$ cat src/rtl/i2c_pkg.sv
// i2c_pkg: shared state encoding and byte/acknowledge constants for the I2C target.
package i2c_pkg;
   localparam int I2C_BYTE_W = 8;
   localparam logic ACK = 1'b0;
   localparam logic NACK = 1'b1;
   typedef enum logic [3:0] {
      S_IDLE,
      S_ADDR,
      S_ADDR_ACK,
      S_PTR,
      S_PTR_ACK,
      S_WDATA,
      S_WDATA_ACK,
      S_RDATA,
      S_RDATA_ACK,
      S_IGNORE
   } state_t;
endpackage

$ cat src/rtl/i2c_line_sync.sv
// i2c_line_sync: synchronizes SCL/SDA and flags SCL edges plus START/STOP conditions.
module i2c_line_sync #(
   parameter int SYNC_FF = 2
) (
   input  logic clk,
   input  logic reset,
   input  logic scl_i,
   input  logic sda_i,
   output logic sda_o,
   output logic scl_rise_o,
   output logic scl_fall_o,
   output logic start_o,
   output logic stop_o
);
   logic [SYNC_FF-1:0] scl_q, sda_q;
   logic scl_p_q, sda_p_q, scl_s;
   // Preset to 1 so reset looks like an idle bus and creates no false edges.
   always_ff @(posedge clk or negedge reset) begin
      if (!reset) begin
         scl_q <= '1;
         sda_q <= '1;
         scl_p_q <= 1'b1;
         sda_p_q <= 1'b1;
      end else begin
         scl_q <= {scl_q[SYNC_FF-2:0], scl_i};
         sda_q <= {sda_q[SYNC_FF-2:0], sda_i};
         scl_p_q <= scl_s;
         sda_p_q <= sda_o;
      end
   end
   assign scl_s = scl_q[SYNC_FF-1];
   assign sda_o = sda_q[SYNC_FF-1];
   assign scl_rise_o = scl_s & ~scl_p_q;
   assign scl_fall_o = ~scl_s & scl_p_q;
   assign start_o = scl_s & scl_p_q & sda_p_q & ~sda_o;
   assign stop_o = scl_s & scl_p_q & ~sda_p_q & sda_o;
endmodule

$ cat src/rtl/i2c_target_regs.sv
// i2c_target_regs: I2C target with address match and register pointer, exposing
// byte writes/reads to a local register bank via single-cycle strobes.
module i2c_target_regs
   import i2c_pkg::*;
#(
   parameter logic [6:0] DEV_ADDR = 7'h3C,
   parameter int SYNC_FF = 2
) (
   input  logic       clk,
   input  logic       reset,
   input  logic       scl_i,
   input  logic       sda_i,
   output logic       sda_oe,
   output logic       wr_stb,
   output logic [7:0] wr_addr,
   output logic [7:0] wr_data,
   output logic       rd_stb,
   output logic [7:0] rd_addr,
   input  logic [7:0] rd_data,
   output logic       busy
);
   state_t state_q, state_d;
   logic [3:0] bitcnt_q, bitcnt_d;
   logic [7:0] shift_q, shift_d, ptr_q, ptr_d;
   logic [7:0] wr_addr_q, wr_addr_d, wr_data_q, wr_data_d, rd_addr_q, rd_addr_d;
   logic sda_oe_q, sda_oe_d, busy_q, busy_d, rw_q, rw_d, mack_q, mack_d;
   logic wr_stb_q, wr_stb_d, rd_stb_q, rd_stb_d;
   logic sda_s, scl_rise, scl_fall, start, stop, byte_done, addr_hit;

   i2c_line_sync #(.SYNC_FF(SYNC_FF)) u_sync (
      .clk(clk),
      .reset(reset),
      .scl_i(scl_i),
      .sda_i(sda_i),
      .sda_o(sda_s),
      .scl_rise_o(scl_rise),
      .scl_fall_o(scl_fall),
      .start_o(start),
      .stop_o(stop)
   );

   assign byte_done = scl_fall && bitcnt_q == 4'(I2C_BYTE_W);
   assign addr_hit = shift_q[7:1] == DEV_ADDR;

   always_ff @(posedge clk or negedge reset) begin
      if (!reset) begin
         state_q <= S_IDLE;
         bitcnt_q <= '0;
         shift_q <= '0;
         ptr_q <= '0;
         wr_addr_q <= '0;
         wr_data_q <= '0;
         rd_addr_q <= '0;
         sda_oe_q <= 1'b0;
         busy_q <= 1'b0;
         rw_q <= 1'b0;
         mack_q <= NACK;
         wr_stb_q <= 1'b0;
         rd_stb_q <= 1'b0;
      end else begin
         state_q <= state_d;
         bitcnt_q <= bitcnt_d;
         shift_q <= shift_d;
         ptr_q <= ptr_d;
         wr_addr_q <= wr_addr_d;
         wr_data_q <= wr_data_d;
         rd_addr_q <= rd_addr_d;
         sda_oe_q <= sda_oe_d;
         busy_q <= busy_d;
         rw_q <= rw_d;
         mack_q <= mack_d;
         wr_stb_q <= wr_stb_d;
         rd_stb_q <= rd_stb_d;
      end
   end

   always_comb begin
      state_d = state_q;
      bitcnt_d = bitcnt_q;
      shift_d = shift_q;
      ptr_d = ptr_q;
      wr_addr_d = wr_addr_q;
      wr_data_d = wr_data_q;
      rd_addr_d = rd_addr_q;
      sda_oe_d = sda_oe_q;
      busy_d = busy_q;
      rw_d = rw_q;
      mack_d = mack_q;
      wr_stb_d = 1'b0;
      rd_stb_d = 1'b0;
      if (stop) begin
         state_d = S_IDLE;
         bitcnt_d = '0;
         sda_oe_d = 1'b0;
         busy_d = 1'b0;
      end else if (start) begin
         state_d = S_ADDR;
         bitcnt_d = '0;
         sda_oe_d = 1'b0;
      end else if (rd_stb_q) begin
         // Fetched byte arrives the clock after the strobe; drive its MSB while SCL is low.
         shift_d = rd_data;
         sda_oe_d = ~rd_data[7];
      end else begin
         case (state_q)
            S_ADDR, S_PTR, S_WDATA: begin
               if (scl_rise) begin
                  shift_d = {shift_q[6:0], sda_s};
                  bitcnt_d = bitcnt_q + 4'd1;
               end
               if (byte_done) begin
                  bitcnt_d = '0;
                  sda_oe_d = 1'b1;
                  if (state_q == S_ADDR) begin
                     state_d = addr_hit ? S_ADDR_ACK : S_IGNORE;
                     sda_oe_d = addr_hit;
                     busy_d = addr_hit;
                     rw_d = shift_q[0];
                  end else if (state_q == S_PTR) begin
                     state_d = S_PTR_ACK;
                     ptr_d = shift_q;
                  end else begin
                     state_d = S_WDATA_ACK;
                     wr_stb_d = 1'b1;
                     wr_addr_d = ptr_q;
                     wr_data_d = shift_q;
                     ptr_d = ptr_q + 8'd1;
                  end
               end
            end
            S_ADDR_ACK: begin
               if (scl_fall) begin
                  sda_oe_d = 1'b0;
                  bitcnt_d = '0;
                  state_d = rw_q ? S_RDATA : S_PTR;
                  rd_stb_d = rw_q;
                  rd_addr_d = rw_q ? ptr_q : rd_addr_q;
                  ptr_d = rw_q ? ptr_q + 8'd1 : ptr_q;
               end
            end
            S_PTR_ACK, S_WDATA_ACK: begin
               if (scl_fall) begin
                  sda_oe_d = 1'b0;
                  state_d = S_WDATA;
               end
            end
            S_RDATA: begin
               if (scl_fall) begin
                  if (bitcnt_q == 4'(I2C_BYTE_W - 1)) begin
                     sda_oe_d = 1'b0;
                     bitcnt_d = '0;
                     state_d = S_RDATA_ACK;
                  end else begin
                     shift_d = {shift_q[6:0], 1'b0};
                     sda_oe_d = ~shift_q[6];
                     bitcnt_d = bitcnt_q + 4'd1;
                  end
               end
            end
            S_RDATA_ACK: begin
               if (scl_rise) mack_d = sda_s;
               if (scl_fall) begin
                  state_d = (mack_q == ACK) ? S_RDATA : S_IGNORE;
                  rd_stb_d = mack_q == ACK;
                  rd_addr_d = (mack_q == ACK) ? ptr_q : rd_addr_q;
                  ptr_d = (mack_q == ACK) ? ptr_q + 8'd1 : ptr_q;
               end
            end
            default: ;
         endcase
      end
   end

   assign sda_oe = sda_oe_q;
   assign busy = busy_q;
   assign wr_stb = wr_stb_q;
   assign wr_addr = wr_addr_q;
   assign wr_data = wr_data_q;
   assign rd_stb = rd_stb_q;
   assign rd_addr = rd_addr_q;
endmodule

$ cat config.mk
export PLATFORM = sky130hd
export DESIGN_NAME = i2c_target_regs
export DESIGN_NICKNAME = d
export VERILOG_FILES = /design/src/rtl/i2c_pkg.sv /design/src/rtl/i2c_line_sync.sv /design/src/rtl/i2c_target_regs.sv
export SDC_FILE = /design/constraint.sdc
export NUM_CORES = 1
export LEC_CHECK = 0
export BUFFER_PORTS_ARGS = -buffer_cell sky130_fd_sc_hd__buf_2
export CAP_MARGIN = 15
export CORE_MARGIN = 4
export CORE_UTILIZATION = 45
export CTS_CLUSTER_DIAMETER = 150
export CTS_CLUSTER_SIZE = 16
export DETAILED_ROUTE_END_ITERATION = 6
export GPL_TIMING_DRIVEN = 0
export PLACE_DENSITY = 0.74
export SYNTH_ARGS = -nofsm -noshare
export SYNTH_HDL_FRONTEND = slang
export SYNTH_HIERARCHICAL = 1
export SYNTH_SLANG_ARGS = --single-unit
$ cat constraint.sdc
create_clock -name clk -period 2.75 [get_ports clk]
set_input_delay 0 -clock clk [delete_from_list [all_inputs] [get_ports clk]]
set_output_delay 0 -clock clk [all_outputs]
set_load 0.03 [all_outputs]
Word level (Yosys, flattened, before mapping)
Cells that the tools add are included.
- output and inout port bits: 28
- bits of input ports: 12
- register bits after elaboration: 60
- reductions and logical operators: 23
- muxes and demuxes: 70
- bitwise logic cells: 19
- add/subtract/negate cells: 2
- equal/unequal tests: 33
- operators with widths (kind ; number):
    8-bit 2-to-1 mux ; 15
    4-bit 2-to-1 mux ; 20
    8-bit case mux with 2 select lines ; 2
    1-bit 2-to-1 mux ; 26
    4-bit inequality test (second input constant) ; 6
    8-bit case mux with 3 select lines ; 1
    4-bit by 3-bit equality test with 1-bit output (second input constant) ; 5
    4-bit case mux with 5 select lines ; 1
    8-bit AND reduction ; 2
    5-bit inequality test (second input constant) ; 3
    5-bit AND reduction ; 3
    2-bit inequality test (second input constant) ; 6
    1-bit inverter ; 12
    4-bit case mux with 3 select lines ; 1
    6-bit AND reduction ; 2
    10-bit AND reduction ; 1
    3-bit inequality test (second input constant) ; 3
    8-bit by 1-bit adder with 8-bit output (second input constant) ; 1
    4-bit by 2-bit equality test with 1-bit output (second input constant) ; 2
    4-bit equality test (second input constant) ; 2
    2-bit nonzero test ; 4
    1-bit bitwise AND ; 7
    7-bit by 6-bit equality test with 1-bit output (second input constant) ; 1
    7-bit AND reduction ; 1
    17 further kinds ; 20

Depth between registers and ports, before layout
- depth after elaboration: 8
- gate-level depth with buffers: 9
- mapped depth without buffers: 7

By module
Netlist, hierarchy kept.
- by module, submodules not included (module ; cells each ; area each (µm²) ; seq. area each (µm²) ; times used):
    i2c_target_regs ; 295 ; 3027.9 ; 1352.5 ; 1
    i2c_line_sync ; 10 ; 190.2 ; 157.7 ; 1

Worst setup path before layout
No wires, ideal clock.
- path type: register to register
- start: reg u_sync.sda_q[1]
- end: reg wr_addr_q[0], in the netlist wr_addr[0]
- arrival time: 2.164 ns
- slack: 0.461 ns
- stages on the path, launching flop included: 6
- required time: 2.625 ns
- path buffers: 1
- cells stage by stage: dfstp_2 > and4b_1 > or3_4 > nor4_4 > buf_6 > mux2_2
- word-level cells in the longest chain between the ends: 4
- elaborated cells between the ends (all ways): 6
- classes of those cells: 5 x bitwise; 1 x reduce/logical
- RTL lines (what ; RTL line ; text):
    start, declared ; i2c_line_sync.sv:15 ; logic [SYNC_FF-1:0] scl_q, sda_q;
    start signal, assigned ; i2c_line_sync.sv:26 ; sda_q <= {sda_q[SYNC_FF-2:0], sda_i};
    1-bit inverter ; i2c_line_sync.sv:35 ; assign start_o = scl_s & scl_p_q & sda_p_q & ~sda_o;
    1-bit bitwise AND ; i2c_line_sync.sv:35 ;
    net start ; i2c_target_regs.sv:28 ; logic sda_s, scl_rise, scl_fall, start, stop, byte_done, addr_hit;
    1-bit inverter (no line) ; -- ;
    7-bit AND reduction (no line) ; -- ;
    end signal, assigned ; i2c_target_regs.sv:65 ; wr_addr_q <= wr_addr_d;
    end, declared ; i2c_target_regs.sv:25 ; logic [7:0] wr_addr_q, wr_addr_d, wr_data_q, wr_data_d, rd_addr_q, rd_addr_d;
The timed path passes the listed nets, and every way through them passes these cells.
A chain may end at the register's enable or synchronous reset.

Worst setup path in the final report
- start: reg u_sync.sda_q[1]
- end: reg wr_addr_q[4], in the netlist wr_addr[4]
The elaborated chain is that of the path after synthesis.

==> summary.txt <==
Layout
  • Area grow syn2layout: 17.9%
  • Post-layout net count: 376
  • Fin cells: 461
  • Layout cells sized above 1: 31.8%
  • N_diodes: 0

Worst setup path
  • Crit path required time: 2970 ps
  • Worst Path Arrival: 2880 ps
  • Worst r2r path cells: 5
  • Worst setup SP type: flop
  • CP max FO: 10
  • Setup CP Type: reg2reg
  • Crit end category: flop

Clock network
  • Clk_lat worst skew: 340 ps
  • Post-CTS Setup Repair Bufs: 0
  • CTS Buf Count: 9
  • Clk sinks: 60
  • Root Driver: clkbuf_8
  • Post-CTS sizing: 0
  • Clock transition at path regs: 70 ps
  • Clock buffer depth: 2
  • H-tree depth: 3
  • CTS tree: built

Global routing
  • Total GRT Usage: 19.1%
  • Largest net degree at the start of global routing: 40
  • First-pass GRT wire length: 13000 µm
  • Initial antenna violation count: 0
  • Grt ovf: 0
  • Vias in the first global route: 2644

STA
  • Min Tclk post-route: 2660 ps
  • Final Cycle Share: 96.7%
  • Final hold viol count: 0
  • Peak Freq: 376 MHz
  • Final setup vio count: 0
  • Max-slew headroom: 25.5%
  • Unrepaired setup endpoints after global routing: false
  • Final max-slew violation count: 0
  • Setup Skew: 7.30 ps
  • Post-Route Setup TNS: 0 ps
  • Worst slew pin tran: 1100 ps

Floorplan
  • Die area: 8570 µm²
  • CORE AREA: 6870 µm²
  • Die W: 92.6 µm
  • DIE HEIGHT: 92.6 µm
  • Initial core utilization: 46.8%
  • Io pins: 40
  • Site row count: 30

Synth
  • Seq/Total Area, Yosys: 46.9%
  • Synth async-reset ratio: 100%
  • Post-synthesis area per instance: 10.6 µm²
  • Syn Nets: 320
  • Largest area contributor in the netlist: dfrtp_1
  • Share of the synthesized area in the top cell type: 41.2%
  • Cells after synthesis: 305
  • Yosys cell types: 63
  • Yosys reg bits: 60
  • Warnings from Yosys: 6
  • Post-synth EDFFs: 0
  • Largest cells by area after synthesis: dfrtp_1 (41%), mux2_2 (9.1%), dfstp_2 (5.7%)
  • Post-synth top flop: dfrtp_1
  • Synthesized cell area: 3220 µm²

Power and ir drop
  • Power per cell area: 1100 nW/µm²
  • LEAKAGE: 1.82 nW
  • Peak supply drop: 0.746 mV

Drt
  • Detailed Routing Iterations Pass 1: 5
  • Starting DRT DRC Count: 246
  • Routed wire length: 7850 µm
  • Via/cell ratio: 6.02
  • Routed Antenna Nets: 0
  • DR DRC count: 0
  • Routed vias: 2777
  • Routed len/inst: 17.0 µm

Status
  • Status: completed

Placed design
  • Inst Count DP: 441
  • Placer Congestion: 0.932
  • Hpwl dp: 5520 µm
  • Port bufs: 39

Flow run
  • Max-Cap Viols: 0

Min path
  • Hold-critical path depth: 3
  • Hold Crit Class: in2reg
[area by class of cell]
cell class | count | area (µm²)
tap | 96 | 120
clock buffer | 10 | 138
fill | 597 | 3080
buffer | 19 | 113
clock inverter | 5 | 52.6
sequential | 60 | 1510
inverter | 11 | 41.3
multi-input combinational | 215 | 1550
timing repair buffer | 45 | 265
[synthesized netlist by cell type (all sizes together), types with 3 or more instances]
cell	number
o2bb2ai	3
a221o	7
nor3	4
or3	3
dfstp	7
mux2	26
nand3	12
a31oi	8
ha	3
o31ai	4
nor4	3
nand2	20
and3	9
dfrtp	53
a211oi	4
a21oi	16
nand4	6
o211ai	4
nand4b	5
inv	11
nor3b	4
nor2b	3
nor2	16
clkbuf	6
o21ai	15
nand2b	10
buf	13
or4	3
[final timing paths]
path | slack [ps] | from | to
max | 90 | u_sync/sda_q[1]$_DFF_PN1_ | wr_addr[4]$_DFFE_PN0P_
min | 10 | rd_data[3] | shift_q[3]$_DFFE_PN0P_
max reg2reg | 90 | u_sync/sda_q[1]$_DFF_PN1_ | wr_addr[4]$_DFFE_PN0P_
min reg2reg | 350 | u_sync/sda_q[0]$_DFF_PN1_ | u_sync/sda_q[1]$_DFF_PN1_
max in group asynchronous | 2000 | reset | wr_stb$_DFF_PN0_
min in group asynchronous | 160 | reset | bitcnt_q[2]$_DFFE_PN0P_
[power by group]
part	switching (mW)	leakage [nW]	internal, mW	total (mW)
clock network	0.338	0.0979	0.432	0.770
logic	1.15	0.957	0.764	1.92
registers	0.277	0.764	1.19	1.47
[stage by stage]
step	power [mW]	hold WS (ps)	util, %	instance area (µm²)	setup slack, ps
6_report	4.15	11.3	55.2	3790	90.1
3_3_place_gp	3.30	107	51.4	3530	148
3_5_place_dp	3.35	2.18	51.7	3550	97.6
5_1_grt	4.41	21.9	55.2	3790	22.6
2_1_floorplan	2.84	-296	-	3220	461
4_1_cts	4.14	0.422	55.2	3790	95.6
[worst max-delay path, stage by stage, from the launching register on]
cell and delay, ps:
dfstp_2 580, and4b_1 310, or3_4 460, nor4_4 600, buf_6 240, mux2_2 340
[cell usage in the layout (no fill, tap or decap), types with 4 or more instances in the layout]
master	instances
clkbuf_1	6
a221o_1	6
and3_1	9
a211oi_1	4
buf_4	8
buf_2	42
dfrtp_1	53
o21ai_0	14
nor2_1	16
clkbuf_8	10
a21oi_1	16
nand2b_1	10
nand2_1	20
dlygate4sd3_1	5
mux2_2	26
a31oi_1	7
nand3_1	12
nor3_1	4
dfstp_2	7
inv_1	11
nand4_1	5
nor3b_1	4
[state kept, by name, indices dropped and copies added (netlist names), 2 cells and up]
signal and count:
wr_addr 8, bitcnt_q 4, ptr_q 8, state_q 4, u_sync/sda_q 2, u_sync/scl_q 2, shift_q 8, wr_data 8
rd_addr 8
[layer usage]
layer | part of all wire [%] | vias to the layer above | track usage (%)
li1 | - | 1257 | -
met1 | 45 | 1353 | 26.6
met2 | 45 | 146 | 28.7
met3 | 7.6 | 21 | 5.04
met4 | 1.8 | 0 | 6.56
met5 | 0 | - | 0
[kinds of logic after synthesis]
| logic type | synth area share, % |
|---|---|
| AND/OR/NAND/NOR | 21.0 |
| multiplexers | 9.41 |
| XOR/XNOR | 0.272 |
| AO/OA/AOI/OAI | 16.4 |
| buffers and inverters | 4.78 |
| adder cells (fa/ha/maj) | 1.17 |
| flip-flops | 46.9 |
[what timing repair did]
action | in CTS | in global routing
endpoints found under the hold margin | 25 | 0
setup endpoints to repair | 0 | 0
hold buffers | 5 | 0
No activity file was read; power rests on OpenSTA's default activity.
